$ cat src/rtl/mem_arb_pkg.sv
// Shared types and constants for the data-memory arbiter.
package mem_arb_pkg;

  typedef enum logic {
    ARB_IDLE = 1'b0,
    ARB_WAIT = 1'b1
  } arb_state_t;

  localparam int unsigned REQ_CPU    = 0;
  localparam int unsigned REQ_DMA    = 1;
  localparam int unsigned RD_LAT_MAX = 4;

endpackage

$ cat src/rtl/rr_pick2.sv
// Two-way request picker: round-robin on prio, or fixed cpu-first when
// MEM_ARB_CPU_PRIORITY_EN is defined.
module rr_pick2
  import mem_arb_pkg::*;
(
  input  logic [1:0] valid,
  input  logic       prio,
  output logic [1:0] grant,
  output logic       grant_idx
);

  // Pick one requester; grant is the one-hot form of grant_idx when any is valid.
  always_comb begin
    grant     = '0;
    grant_idx = 1'b0;
    if (valid[REQ_CPU] && valid[REQ_DMA]) begin
`ifdef MEM_ARB_CPU_PRIORITY_EN
      grant_idx = 1'(REQ_CPU);
`else
      grant_idx = prio;
`endif
    end else if (valid[REQ_DMA]) begin
      grant_idx = 1'(REQ_DMA);
    end
    if (valid != '0) begin
      grant = grant_idx ? 2'b10 : 2'b01;
    end
  end

endmodule

$ cat src/rtl/mem_arbiter.sv
// Single-port data-memory arbiter between the MIPS core data port (0) and a
// DMA/program loader (1). One outstanding access; reads wait RD_LAT cycles.
// Optional build macro: MEM_ARB_CPU_PRIORITY_EN (fixed cpu-first priority).
module mem_arbiter
  import mem_arb_pkg::*;
#(
  parameter int unsigned AW     = 32,
  parameter int unsigned DW     = 32,
  parameter int unsigned RD_LAT = 1
) (
  input  logic            clk,
  input  logic            reset,
  input  logic [1:0]      req_valid,
  output logic [1:0]      req_ready,
  input  logic [1:0]      req_we,
  input  logic [2*AW-1:0] req_addr,
  input  logic [2*DW-1:0] req_wdata,
  output logic [1:0]      rsp_valid,
  output logic [DW-1:0]   rsp_rdata,
  output logic            mem_en,
  output logic            mem_we,
  output logic [AW-1:0]   mem_addr,
  output logic [DW-1:0]   mem_wdata,
  input  logic [DW-1:0]   mem_rdata,
  output logic            grant_id
);

  localparam int unsigned CW = $clog2(RD_LAT_MAX + 1);

  if (RD_LAT < 1 || RD_LAT > RD_LAT_MAX) begin : g_bad_rd_lat
    $error("mem_arbiter: RD_LAT %0d outside 1..%0d", RD_LAT, RD_LAT_MAX);
  end

  arb_state_t    state, state_nx;
  logic          prio, prio_nx;
  logic          grant_id_nx;
  logic [CW-1:0] cnt, cnt_nx;
  logic          pend_id, pend_id_nx;

  logic [1:0]    pick_grant;
  logic          pick_idx;

  rr_pick2 u_pick (
    .valid     (req_valid),
    .prio      (prio),
    .grant     (pick_grant),
    .grant_idx (pick_idx)
  );

  // State register with synchronous reset.
  always_ff @(posedge clk) begin
    if (reset) begin
      state    <= ARB_IDLE;
      prio     <= 1'b0;
      grant_id <= 1'b0;
      cnt      <= '0;
      pend_id  <= 1'b0;
    end else begin
      state    <= state_nx;
      prio     <= prio_nx;
      grant_id <= grant_id_nx;
      cnt      <= cnt_nx;
      pend_id  <= pend_id_nx;
    end
  end

  // Next-state and output decode; everything is held idle while reset is high
  // so a read caught by reset never produces a response.
  always_comb begin
    state_nx    = state;
    prio_nx     = prio;
    grant_id_nx = grant_id;
    cnt_nx      = cnt;
    pend_id_nx  = pend_id;
    req_ready   = '0;
    rsp_valid   = '0;
    rsp_rdata   = '0;
    mem_en      = 1'b0;
    mem_we      = 1'b0;
    mem_addr    = '0;
    mem_wdata   = '0;
    if (!reset) begin
      unique case (state)
        ARB_IDLE: begin
          if (pick_grant != '0) begin
            req_ready   = pick_grant;
            mem_en      = 1'b1;
            mem_we      = req_we[pick_idx];
            mem_addr    = pick_idx ? req_addr[2*AW-1:AW]  : req_addr[AW-1:0];
            mem_wdata   = pick_idx ? req_wdata[2*DW-1:DW] : req_wdata[DW-1:0];
            grant_id_nx = pick_idx;
`ifdef MEM_ARB_CPU_PRIORITY_EN
            prio_nx     = 1'b0;
`else
            prio_nx     = ~pick_idx;
`endif
            if (!req_we[pick_idx]) begin
              state_nx   = ARB_WAIT;
              cnt_nx     = CW'(1);
              pend_id_nx = pick_idx;
            end
          end
        end
        ARB_WAIT: begin
          if (cnt == CW'(RD_LAT)) begin
            rsp_valid[pend_id] = 1'b1;
            rsp_rdata          = mem_rdata;
            state_nx           = ARB_IDLE;
            cnt_nx             = '0;
          end else begin
            cnt_nx = cnt + CW'(1);
          end
        end
        default: state_nx = ARB_IDLE;
      endcase
    end
  end

endmodule

$ cat config.mk
export PLATFORM = sky130hd
export DESIGN_NAME = mem_arbiter
export DESIGN_NICKNAME = d
export VERILOG_FILES = /design/src/rtl/mem_arb_pkg.sv /design/src/rtl/rr_pick2.sv /design/src/rtl/mem_arbiter.sv
export SDC_FILE = /design/constraint.sdc
export NUM_CORES = 1
export LEC_CHECK = 0
export BUFFER_PORTS_ARGS = -buffer_cell sky130_fd_sc_hd__buf_4
export CAP_MARGIN = 40
export CORE_AREA = 4 4 103 105
export CTS_CLUSTER_DIAMETER = 60
export DETAILED_ROUTE_END_ITERATION = 10
export DIE_AREA = 0 0 107 109
export RECOVER_POWER = 25
export SLEW_MARGIN = 20
export SYNTH_ARGS = -nofsm -noshare
export SYNTH_HDL_FRONTEND = slang
export SYNTH_HIERARCHICAL = 1
export SYNTH_SLANG_ARGS = --single-unit
$ cat constraint.sdc
create_clock -name clk -period 2.76 [get_ports clk]
set_input_delay 0.138 -clock clk [delete_from_list [all_inputs] [get_ports clk]]
set_output_delay 0.138 -clock clk [all_outputs]
set_load 0.1 [all_outputs]
==> flow_summary_export.csv <==
group,metric,value,unit
cts,cts_buffers,3,
setup_path,cp_cell_sequence,"inv_1, a21boi_4, clkbuf_2, mux2i_1, nor2_1, buf_4",
placement,post-place-ws,0.8548,ns
cts,postCtsSetupRepairBufs,0,
finish,nNetsFinal,649,
die,io_pins,269,
setup_path,cpMaxStageDelayCell,"clkbuf_2",
logic_synthesis,synth_top_family_by_area,"multiplexers",
logic_synthesis,synthArstFlopShare,0,
power,cellLeakagePower,0.002008,uW
global_route,overflow,0,
routing,ant_nets,0,
logic_synthesis,synth.avg_cell_area,7.214,um2
global_route,grt_start_max_net_pins,56,
cts,ctsLongestPathBuffers,2,
timing,setup_tns,0,ns
logic_synthesis,synth_top_area_frac,0.4052,
setup_path,crit_arrival,2.13,ns
finish,drive_above_1_share,0.5830,
cts,cts_tree,"done",
die,design.core.area,0.009639,mm2
logic_synthesis,synth-adder-area-share,0,
finish,mostFrequentLayoutCells,"buf_4, nor2_1, mux2i_1",
finish,fill_cells,1012,
logic_synthesis,synth_seq_cells,7,
logic_synthesis,synth_compound_area_frac,0.05526,
power,combPwrFrac,0.814,
cts,cts.htree.levels,1,
die,initial_core_util,0.1691,
power,switching_share,0.6116,
power,pwr-share-seq,0.083,
timing,setup_ws,0.4920,ns
routing,routed_wl,7966,um
cts,clkLatencyLatePin,0.23,ns
timing,setup_viol,0,
global_route,grt_pass1_wl,11500,um
logic_synthesis,syn_nets,392,
power,p_clk_frac,0.103,
routing,drc,0,
timing,period_share,0.8217,
logic_synthesis,synth_area_leader_cell,"mux2i_1",
routing,drt-initial-drc-count,142,
logic_synthesis,synth_edf_count,0,
logic_synthesis,synth.distinct_cells,27,
setup_path,start_kind,"register",
finish,antennaDiodeCount,0,
power,p_switching,869.8,uW
routing,wl_per_cell,12.95,um
logic_synthesis,synth_area,0.001630,mm2
flow_run,maxCapViolCount,0,
power,p_int,552.5,uW
finish,final_core_util,0.3855,
cts,cts-resized-gates,0,
finish,final_common_cell,"buf_4",
cts,clkTransAtPathRegs,0.05,ns
timing,drv_slew,0,
die,fp.dieH,109,um
timing,rsz0062_at_grt,"no",
finish,areaGrowthSynthToFinish,127.9,%
setup_path,critPathKind,"reg2out",
timing,fmax,440.9,MHz
logic_synthesis,yosysSeqAreaShare,0.08596,
logic_synthesis,ys.warnings.count,6,
die,rows,36,
timing,finalHoldViolations,0,
timing,tightest_slew,1.227,ns
logic_synthesis,synth-simple-area-share,0.3553,
setup_path,required,2.62,ns
die,die_w,107,um
global_route,grt.total_usage,0.1184,
setup_path,worst_setup_path_end_kind,"primary output",
die,die_area,0.01166,mm2
routing,dr.pass1.iters,4,
timing,finClkSkew,0.004635,ns
timing,period_minus_slack,2.268,ns
power,max-vdd-ir-drop,155.4,uV
routing,num_vias,2498,
logic_synthesis,ys.flop_type,"dfxtp_1",
cts,cts_sinks,7,
logic_synthesis,synthMuxAreaShare,0.4052,
power,p_per_area,382.7,mW/mm2
placement,hpwl,6830,um
routing,vias_per_cell,4.062,
global_route,grt_pass1_vias,2449,
min_path,worstHoldPathType,"in2reg",
status,status,"complete, no violations",
cts,root_buffer,"clkbuf_8",
placement,port-buffer-count,268,
placement,gp_congestion,0.7275,
logic_synthesis,synth_xor_area_frac,0.005372,
logic_synthesis,synth_area_leaders,"mux2i_1, nor2_1, and2_1",
cts,ctsHoldBuffers,0,
setup_path,crit_fanout,24,
global_route,antenna_found_initial,0,
timing,max-slew-margin-rel,0.1852,
logic_synthesis,synth_cells,226,
setup_path,cpPeakStageDelay,0.58,ns
## routing by layer
layer	track usage	share of wire
met1	0.1382	0.37
met5	0	0
met3	0.03375	0.11
met4	0.01370	0.0029
met2	0.2212	0.52
## flip-flops by register name (all words and copies together) (netlist names)
register / flops
cnt: 3
grant_id: 1
pend_id: 1
prio: 1
state: 1
## worst max-delay path, delay by kind of cell, from the launching register on
kind | cells | cell delay (ns)
AOI/OAI and AO/OA | 1 | 0.19
buffers and inverters | 3 | 0.90
DFF | 1 | 0.34
muxes | 1 | 0.39
and+or+nand+nor | 1 | 0.07
## Yosys cell counts, drive strengths merged, types with 2 or more instances
| cell type | instances |
|---|---|
| or2 | 2 |
| inv | 2 |
| nor3 | 2 |
| o21bai | 2 |
| a211oi | 2 |
| and2 | 35 |
| a21boi | 4 |
| buf | 17 |
| nor2 | 71 |
| a21oi | 2 |
| clkbuf | 3 |
| mux2i | 66 |
| nand2 | 3 |
| dfxtp | 7 |
## final cells by class
cell class | count | area (um2) | share of cell area
inverter | 2 | 7.507 | 0.002020
multi-input combinational | 197 | 1348 | 0.3626
clock inverter | 1 | 5.005 | 0.001347
tap | 133 | 166.4 | 0.04478
timing repair buffer | 272 | 2008 | 0.5404
clock buffer | 3 | 41.29 | 0.01111
sequential | 7 | 140.1 | 0.03771
## power groups by stage
stage | combinational, uW | clock, uW | sequential [uW]
2_1_floorplan | 837 | 0 | 123
3_3_place_gp | 1170 | 0 | 120
3_5_place_dp | 1180 | 0 | 120
4_1_cts | 1180 | 149 | 118
5_1_grt | 1210 | 156 | 120
6_report | 1160 | 147 | 118
## path summary, 6_finish.rpt
path              depth (start not counted)               from  slack, ns           endpoint
hold / removal                            2              reset       0.17  prio$_SDFFE_PP0P_
hold reg to reg                           2  prio$_SDFFE_PP0P_       0.48  prio$_SDFFE_PP0P_
setup / recovery                          6  prio$_SDFFE_PP0P_       0.49             mem_we
setup reg to reg                          6  prio$_SDFFE_PP0P_       0.53   state$_SDFF_PP0_
## stage by stage
step	hold slack, ns	area, um2	instances	total power (uW)
6_report	0.1708	3716	615	1422
5_1_grt	0.1756	3716	615	1485
3_5_place_dp	0.4164	3734	611	1297
2_1_floorplan	0.3018	1630	226	959.8
4_1_cts	0.1733	3780	615	1446
3_3_place_gp	0.4011	3734	611	1288
## logic make-up after synthesis
family | Yosys count
AOI/OAI and AO/OA | 12
xor gates and xnor gates | 1
buffers and inverters | 22
DFF | 7
muxes | 66
and+or+nand+nor | 118
Power figures use the tool's default switching activity.
